--- config.mk ---
export PLATFORM = sky130hd
export DESIGN_NAME = seq_right_shifter32
export DESIGN_NICKNAME = d
export VERILOG_FILES = /design/src/rtl/seq_right_shifter32.sv
export SDC_FILE = /design/constraint.sdc
export NUM_CORES = 1
export LEC_CHECK = 0
export ABC_AREA = 1
export CAP_MARGIN = 5
export CORE_MARGIN = 5
export CORE_UTILIZATION = 40
export DETAILED_ROUTE_END_ITERATION = 8
export PLACE_DENSITY = 0.66
export REMOVE_ABC_BUFFERS = 1
export SLEW_MARGIN = 20
export SYNTH_ARGS = -nofsm -noshare
export SYNTH_HDL_FRONTEND = slang
export SYNTH_SLANG_ARGS = --single-unit
--- constraint.sdc ---
create_clock -name clk -period 3.1 [get_ports clk]
set_input_delay 0.775 -clock clk [delete_from_list [all_inputs] [get_ports clk]]
set_output_delay 0.775 -clock clk [all_outputs]
set_load 0.05 [all_outputs]
--- src/rtl/seq_right_shifter32.sv ---
// Multi-cycle right shifter: one barrel stage per clock, logical or arithmetic fill.
// start/busy/done handshake; fixed latency of SHW stage cycles whatever the shift amount.
module seq_right_shifter32 #(
  parameter int WIDTH = 32,
  parameter int SHW   = 5
) (
  input  logic             clk,
  input  logic             rst,
  input  logic             start,
  input  logic [WIDTH-1:0] in,
  input  logic [SHW-1:0]   shAmt,
  input  logic             arith,
  output logic             busy,
  output logic             done,
  output logic [WIDTH-1:0] out
);

  localparam int KW = (SHW > 1) ? $clog2(SHW) : 1;

  typedef enum logic [1:0] {
    IDLE  = 2'd0,
    SHIFT = 2'd1,
    DONE  = 2'd2
  } state_t;

  state_t           state, state_next;
  logic [WIDTH-1:0] data;
  logic [SHW-1:0]   amt;
  logic             fill;
  logic [KW-1:0]    k;

  logic             accept;
  logic             last_stage;
  logic [SHW:0]     stage_dist;
  logic [WIDTH:0]   shifted_ext;
  logic [WIDTH-1:0] data_next;

  assign accept     = start && (state != SHIFT);
  assign last_stage = (k == KW'(SHW - 1));
  assign stage_dist = (SHW + 1)'(1) << k;

  // Prepending the fill bit lets a signed shift supply the fill for any stage distance.
  assign shifted_ext = $signed({fill, data}) >>> stage_dist;
  assign data_next   = amt[k] ? shifted_ext[WIDTH-1:0] : data;

  assign busy = (state == SHIFT);
  assign done = (state == DONE);

  always_ff @(posedge clk or posedge rst) begin
    if (rst) state <= IDLE;
    else     state <= state_next;
  end

  always_comb begin
    state_next = state;
    case (state)
      IDLE:    if (accept) state_next = SHIFT;
      SHIFT:   if (last_stage) state_next = DONE;
      DONE:    state_next = accept ? SHIFT : IDLE;
      default: state_next = IDLE;
    endcase
  end

  always_ff @(posedge clk or posedge rst) begin
    if (rst) begin
      data <= '0;
      amt  <= '0;
      fill <= 1'b0;
      k    <= '0;
      out  <= '0;
    end else if (accept) begin
      data <= in;
      amt  <= shAmt;
      fill <= arith & in[WIDTH-1];
      k    <= '0;
    end else if (state == SHIFT) begin
      data <= data_next;
      k    <= k + KW'(1);
      if (last_stage) out <= data_next;
    end
  end

endmodule

* Word level (Yosys, flattened, before mapping)
Index checks and enable logic that the tools add are counted.
Operators by class: add/sub/neg operators 1, magnitude comparators 1, equality and inequality tests 6, shift-type cells 2, multiplexer cells 11, bitwise operators 2, reductions and logical operators 5
Operator list (count):
- $mux 32 | 3
- $sshr 33x6->32 | 1
- $mux 3 | 2
- $pmux 2 s3 | 1
- $shl 1x3->6 const A | 1
- $lt 3x4->1 const B | 1
- $mux 2 | 2
- $ne 2x1->1 const B | 2
- $add 3x1->3 const B | 1
- $bmux 1 s3 | 1
- $eq 3x3->1 const B | 1
- $reduce_and 3->1 | 1
- $eq 2x1->1 const B | 1
- $eq 2x2->1 const B | 1
- $logic_not 2->1 | 1
- $mux 1 | 2
- $ne 2x2->1 const B | 1
- $reduce_and 2->1 | 1
- $reduce_bool 2->1 | 1
- $and 1x1->1 | 1
- $logic_and 1x1->1 | 1
- $not 1->1 | 1
Word-level totals: register bits 75, output and inout port bits 34, logic and storage cells 34

* Longest topological paths before layout
Gate-level depths: netlist of run 1.
depth in word-level cells 5, mapped depth 15

* Worst setup path before layout of run 1
Ideal clock, no wire load.
path kind reg2reg, start register k[2], end register data[24], arrival time 1910 ps, path slack 1072 ps, cell stages (with the launch flop) 13, buffers on the path 3, cells stage by stage dfrtp_1 -> inv_4 -> buf_2 -> ha_1 -> clkbuf_1 -> inv_1 -> buf_1 -> nand3_1 -> nand2_1 -> o21ai_1 -> nand2_1 -> nand2_1 -> nand2_1
On the way: cells in the longest elaborated chain, start to end 5
RTL lines:
- from (decl) | line 30 | logic [KW-1:0] k;
- from (signal assigned) | line 78 | k <= k + KW'(1);
- $shl 1x3->6 / $bmux 1 s3 (equally long branches) | line 40, 44
- $sshr 33x6->32 / $mux 1 (equally long branches) | line 43, 44
- $mux 32 * | line 44 | assign data_next = amt[k] ? shifted_ext[WIDTH-1:0] : data;
- $mux 32 * | line 76 | end else if (state == SHIFT) begin
- $mux 32 * | line 71 | end else if (accept) begin
- to (signal assigned) | line 72 | data <= in;
- to (signal assigned) | line 77 | data <= data_next;
- to (decl) | line 27 | logic [WIDTH-1:0] data;
Mark *: on every way between the ends. The rest lies on a longest branch, timed or not. The select of a mux whose other input is x is not followed. A chain may end at the register's enable or synchronous reset.

* Worst setup path in the final report of run 1
start register state[1], end output port busy
On the way: cells in the longest elaborated chain, start to end 1
RTL lines:
- from (decl) | line 26 | state_t state, state_next;
- from (signal assigned) | line 51 | else state <= state_next;
- $eq 2x1->1 | line 46 | assign busy = (state == SHIFT);
- to (decl) | line 13 | output logic busy,
No other way between the ends.

==> results of run 1 <==
## per-layer routing
| layer | GRT usage, % | part of all wire, % | vias up |
|---|---|---|---|
| met5 | 0 | 0 | - |
| met4 | 6.49 | 1.8 | 0 |
| met3 | 3.83 | 5.4 | 22 |
| met2 | 33.1 | 44 | 176 |
| met1 | 31.3 | 49 | 2790 |
| li1 | - | - | 2997 |
## path summary, 6_finish.rpt
path                                            from                    to  slack, ns
worst max-delay path            state[1]$_DFFE_PP0P_                  busy       0.18
worst min-delay path             out[31]$_DFFE_PP0P_   out[31]$_DFFE_PP0P_       0.47
max in group asynchronous                        rst    out[4]$_DFFE_PP0P_       1.94
worst min register to register   out[31]$_DFFE_PP0P_   out[31]$_DFFE_PP0P_       0.47
worst max register to register  state[0]$_DFFE_PP0P_  data[13]$_DFFE_PP0P_       0.32
min in group asynchronous                        rst   out[21]$_DFFE_PP0P_       0.83
## worst min-delay path, cell delays in order (launching register included)
cell     delay [ns]
dfrtp_1        0.34
nand2_1        0.05
nand2_1        0.05
## cell usage after synthesis (all sizes together)
library cell | instances | area share [%]
a21oi | 3 | 0.66
a22o | 10 | 1.5
buf | 39 | 4.8
clkbuf | 13 | 0.86
dfrtp | 75 | 33
ha | 5 | 1.1
inv | 74 | 5.0
nand2 | 367 | 25
nand3 | 255 | 24
nand4 | 1 | 0.11
nor2 | 7 | 0.59
o21ai | 38 | 3.5
o22ai | 2 | 0.22
## through the flow
stage	instances	area, um^2	utilization, %
final	1127	6770	48.8
after global routing	1127	6770	48.8
after CTS	1127	6770	48.8
after detailed placement	1112	6510	46.9
after global placement	1112	6510	46.9
after floorplan	837	5360	-
## sequential cells by signal, summed over array words and instances (netlist names)
signal and count:
data 32, out 32, amt 5, k 3, state 2, fill 1
## layout make-up
| class | count | share of cell area [%] |
|---|---|---|
| Multi-Input combinational cell | 688 | 47.3 |
| Sequential cell | 75 | 27.7 |
| Timing Repair Buffer | 95 | 13.6 |
| Inverter | 74 | 4.17 |
| Clock buffer | 12 | 3.64 |
| Tap cell | 180 | 3.32 |
| Clock inverter | 3 | 0.222 |
## logic make-up after synthesis
family,synth area share [%]
AND/OR/NAND/NOR,49.3
buffers and inverters,10.6
flip-flops,33.0
AO/OA/AOI/OAI,5.90
adder cells (fa/ha/maj),1.10
## layout by cell type (no fill, tap or decap), types with 3 or more instances in the layout
cell type,n
inv_2,7
nand3_1,243
a22o_1,10
o21ai_1,7
clkinv_2,3
clkbuf_16,9
ha_1,5
nor2_1,4
nand3_2,12
clkdlybuf4s50_1,74
dfrtp_1,75
o21ai_0,29
nand2_1,361
buf_4,19
nand2_2,3
inv_1,65
==> summary.txt, run 1 <==
Hold path
  – WHS Path Cells: 2
  – Hold WC Path Type: reg2reg

Floorplanning
  – Die Footprint: 16,700 um^2
  – Core area: about 14,000 um^2
  – Top Ports: 75
  – Die Y: 129 um
  – Cell row count: 43
  – Die W: 129 um
  – Initial Util: 40.9%

STA
  – Setup TNS: 0 ns
  – Hold slack: 0.472 ns
  – Worst-Margin Slew: 0.939 ns
  – Worst slew margin: approximately 37%
  – Post-layout min period: around 2.9 ns
  – Finish-stage setup viols: 0
  – Fin crit share: between 90 and 100%
  – Final worst slack: between 0.15 and 0.2 ns
  – Max frequency: 343 MHz
  – Slew Limit Fails: 0
  – Final hold vios: 0
  – RSZ-0062 raised after global routing: false
  – Layout Skew: slightly below 0.007 ns

Clocking
  – Clk Latency, worst-skew pair: 0.35 ns
  – TritonCTS clock tree: built
  – Clk sinks: 75
  – Cts bufs inserted: 9
  – Htree depth: 3
  – Post-CTS Setup Inserts: 0
  – Longest Clk Path Bufs: 2
  – Root buffer cell: clkbuf_16
  – Hold buffers post-CTS: 0
  – Post-cts sizing count: 0
  – Worst-path clk slew: about 0.060 ns

Critical path
  – Critical Path AT: approximately 2.1 ns
  – Crit path largest cell delay: 0.91 ns
  – CP Data Required Time: roughly 2.3 ns
  – CP max stage cell: clkdlybuf4s50_1
  – Cell depth of the worst setup path: 4
  – CP cell instances: inv_1 -> nand2_1 -> inv_2 -> clkdlybuf4s50_1
  – CP top delay family: buffers and inverters
  – Crit-path max FO: 19
  – Startpoint types: flip-flop
  – Setup crit end kind: output pin
  – R2R cell count: 7
  – CP Class: reg2out
  – WP buf/inv: 3

Placed design
  – DP Worst Slack: -0.0901 ns
  – GP Congestion: between 0.9 and 1
  – Detailed Place HPWL: 12.8 mm
  – Number of port buffers: 74

Yosys
  – Mean Syn Cell Area: 6.39 um^2
  – Seq cells post-synth: 75
  – Synthesis Warnings: 0
  – Syn Inst Count: just under 900
  – Mapped Area: between 5000 and 6000 um^2
  – Post-synthesis sequential area ratio: between 30% and 40%
  – Yosys cell types: 27

Route
  – Vias per Instance: ~5.3
  – Count of antenna-violating nets left after detailed routing: 0
  – Detailed Route Iter0 Violations: 557
  – Drt pass-1 iters: 6
  – WL final: ~18 mm
  – DRC viols: 0
  – Total number of vias: about 6,000
  – DR WL/cell: 15.5 um

Global routing
  – Largest net degree at the start of global routing: 76
  – Vias in the first global route: around 5,600
  – Tot GR Track Use: about 22%
  – First-pass GRT wire length: between 20 and 30 mm
  – Initial antenna violation count: 0
  – Total grt overflow: 0

Status
  – Run status: finished, final reports clean

Layout
  – Nets: 989
  – Fillers: ~1,500
  – Layout cells sized above 1: 7.18%
  – Sequential cell area: between 1500 and 2000 um^2
  – Diode count: 0
  – P&R area growth vs syn: 19.3%
  – Area occupied by multi-input gates: 3200 um^2

Flow run
  – Max-Cap Viols: 0
Power of run 1 is left out: the tool's default activity adds up to more than one toggle a clock period on the data nets, which glitch-free logic cannot reach.
==> run 2, diff against run 1 <==
- CORE_MARGIN: 5 -> unset
- CTS_BUF_LIST: unset -> sky130_fd_sc_hd__clkbuf_2 sky130_fd_sc_hd__clkbuf_4 sky130_fd_sc_hd__clkbuf_8
==> run 2 against run 1 <==
Effect of this change:
- clock skew about the same
- register-to-register slack improved by 0.32 ns
- worst setup slack improved by 0.29 ns
- critical path depth unchanged
- critical path type unchanged
- critical endpoint unchanged
==> summary.txt, run 2 (synthesized netlist as in run 1, its figures left out) <==
Placed design
  – Number of port buffers: 74
  – Detailed Place HPWL: roughly 12 mm
  – DP Worst Slack: approximately 0.69 ns
  – GP Congestion: 0.941

Route
  – Detailed Route Iter0 Violations: about 540
  – Total number of vias: 5,961
  – Count of antenna-violating nets left after detailed routing: 0
  – DR WL/cell: around 15 um
  – DRC viols: 0
  – Drt pass-1 iters: 5
  – Vias per Instance: between 5 and 6
  – WL final: between 15 and 20 mm

STA
  – RSZ-0062 raised after global routing: false
  – Worst slew margin: roughly 47%
  – Max frequency: approximately 380 MHz
  – Setup TNS: 0 ns
  – Final hold vios: 0
  – Slew Limit Fails: 0
  – Post-layout min period: approximately 2.6 ns
  – Finish-stage setup viols: 0
  – Layout Skew: about 0.007 ns
  – Final worst slack: 0.471 ns
  – Worst-Margin Slew: 0.799 ns
  – Fin crit share: between 80% and 90%

Status
  – Run status: finished, final reports clean

Floorplanning
  – Core area: ~14,000 um^2
  – Cell row count: 43
  – Die Footprint: between 10,000 and 15,000 um^2
  – Die W: about 120 um
  – Top Ports: 75
  – Initial Util: approximately 41%
  – Die Y: between 100 and 150 um

Global routing
  – Vias in the first global route: roughly 5,500
  – Total grt overflow: 0
  – Tot GR Track Use: approximately 25%
  – Largest net degree at the start of global routing: 76
  – Initial antenna violation count: 0
  – First-pass GRT wire length: 28.7 mm

Clocking
  – Htree depth: 3
  – TritonCTS clock tree: built
  – Clk sinks: 75
  – Root buffer cell: clkbuf_8
  – Longest Clk Path Bufs: 2
  – Post-CTS Setup Inserts: 0
  – Cts bufs inserted: 9
  – Worst-path clk slew: approximately 0.08 ns
  – Clk Latency, worst-skew pair: about 0.38 ns
  – Hold buffers post-CTS: 0
  – Post-cts sizing count: 0

Critical path
  – Startpoint types: flip-flop
  – CP top delay family: buffers and inverters
  – Crit path from: state[1]$_DFFE_PP0P_
  – Setup crit end kind: output pin
  – CP cell instances: inv_1 -> nand2_1 -> inv_2 -> clkdlybuf4s50_1
  – Cell depth of the worst setup path: 4
  – CP max stage cell: clkdlybuf4s50_1
  – Reg2Reg Launch Point: k[0]$_DFFE_PP0P_
  – R2R cell count: 12
  – WP buf/inv: 3
  – Crit-path max FO: 5
  – CP Data Required Time: 2.32 ns
  – CP Class: reg2out
  – Critical Path AT: around 1.9 ns
  – Crit path largest cell delay: between 0.8 and 0.9 ns

Hold path
  – Hold_sp: out[31]$_DFFE_PP0P_
  – WHS Path Cells: 2
  – Hold WC Path Type: reg2reg

Layout
  – Most frequent cells in the layout: 361 x nand2_1, 243 x nand3_1, 75 x dfrtp_1
  – Layout cells sized above 1: 7.10%
  – P&R area growth vs syn: 17.2%
  – Nets: 989
  – Top flop regs: data (32), out (32), amt (5)
  – Diode count: 0
  – Most common cell after layout, fill and taps aside: nand2_1

Flow run
  – Max-Cap Viols: 0
## run 2: changes by cell type in the layout (fill, tap and decap cells not counted), sizes merged
cell / previous run / this run
clkbuf: 12 / 11
clkinv: 3 / 1
## run 2: final timing paths
path                                            end  slack, ns
worst max-delay path                           busy       0.47
worst min-delay path            out[31]$_DFFE_PP0P_       0.48
worst max register to register  out[26]$_DFFE_PP0P_       0.64
worst min register to register  out[31]$_DFFE_PP0P_       0.48
max in group asynchronous       data[1]$_DFFE_PP0P_       1.99
min in group asynchronous       out[21]$_DFFE_PP0P_       0.79
## run 2: cell type report
class	count	area [um^2]
Timing Repair Buffer	95	923
Fill cell	1459	7220
Tap cell	180	225
Multi-Input combinational cell	688	3200
Sequential cell	75	1880
Clock buffer	11	139
Inverter	74	283
Clock inverter	1	5.00
## run 2: worst register-to-register path, stage by stage (launching register included)
cell and delay (ns):
dfrtp_1 0.48, inv_2 0.09, ha_1 0.32, buf_4 0.26, nand2_2 0.12, inv_2 0.06, nor2_4 0.11, inv_2 0.06
a21oi_4 0.43, o21ai_1 0.19, nand2_1 0.13, nand2_1 0.06, nand2_1 0.09
## run 2: through the flow
stage / area, um^2 / utilization (%) / instances / hold WS, ns
3_5_place_dp: 6510 / 46.9 / 1112 / 0.465
5_1_grt: 6660 / 48.0 / 1124 / 0.510
2_1_floorplan: 5360 / - / 837 / 0.442
3_3_place_gp: 6510 / 46.9 / 1112 / 0.465
6_report: 6660 / 48.0 / 1124 / 0.479
4_1_cts: 6660 / 48.0 / 1124 / 0.484
## run 2: layer usage
metal  vias up  wire (um)  track usage (%)
li1       2990          -                -
met4         0        284             7.79
met5         -          0                0
met1      2751       8530             36.4
met3        22        952             3.90
met2       198       7490             38.6
Power of run 2 is left out for the same reason.
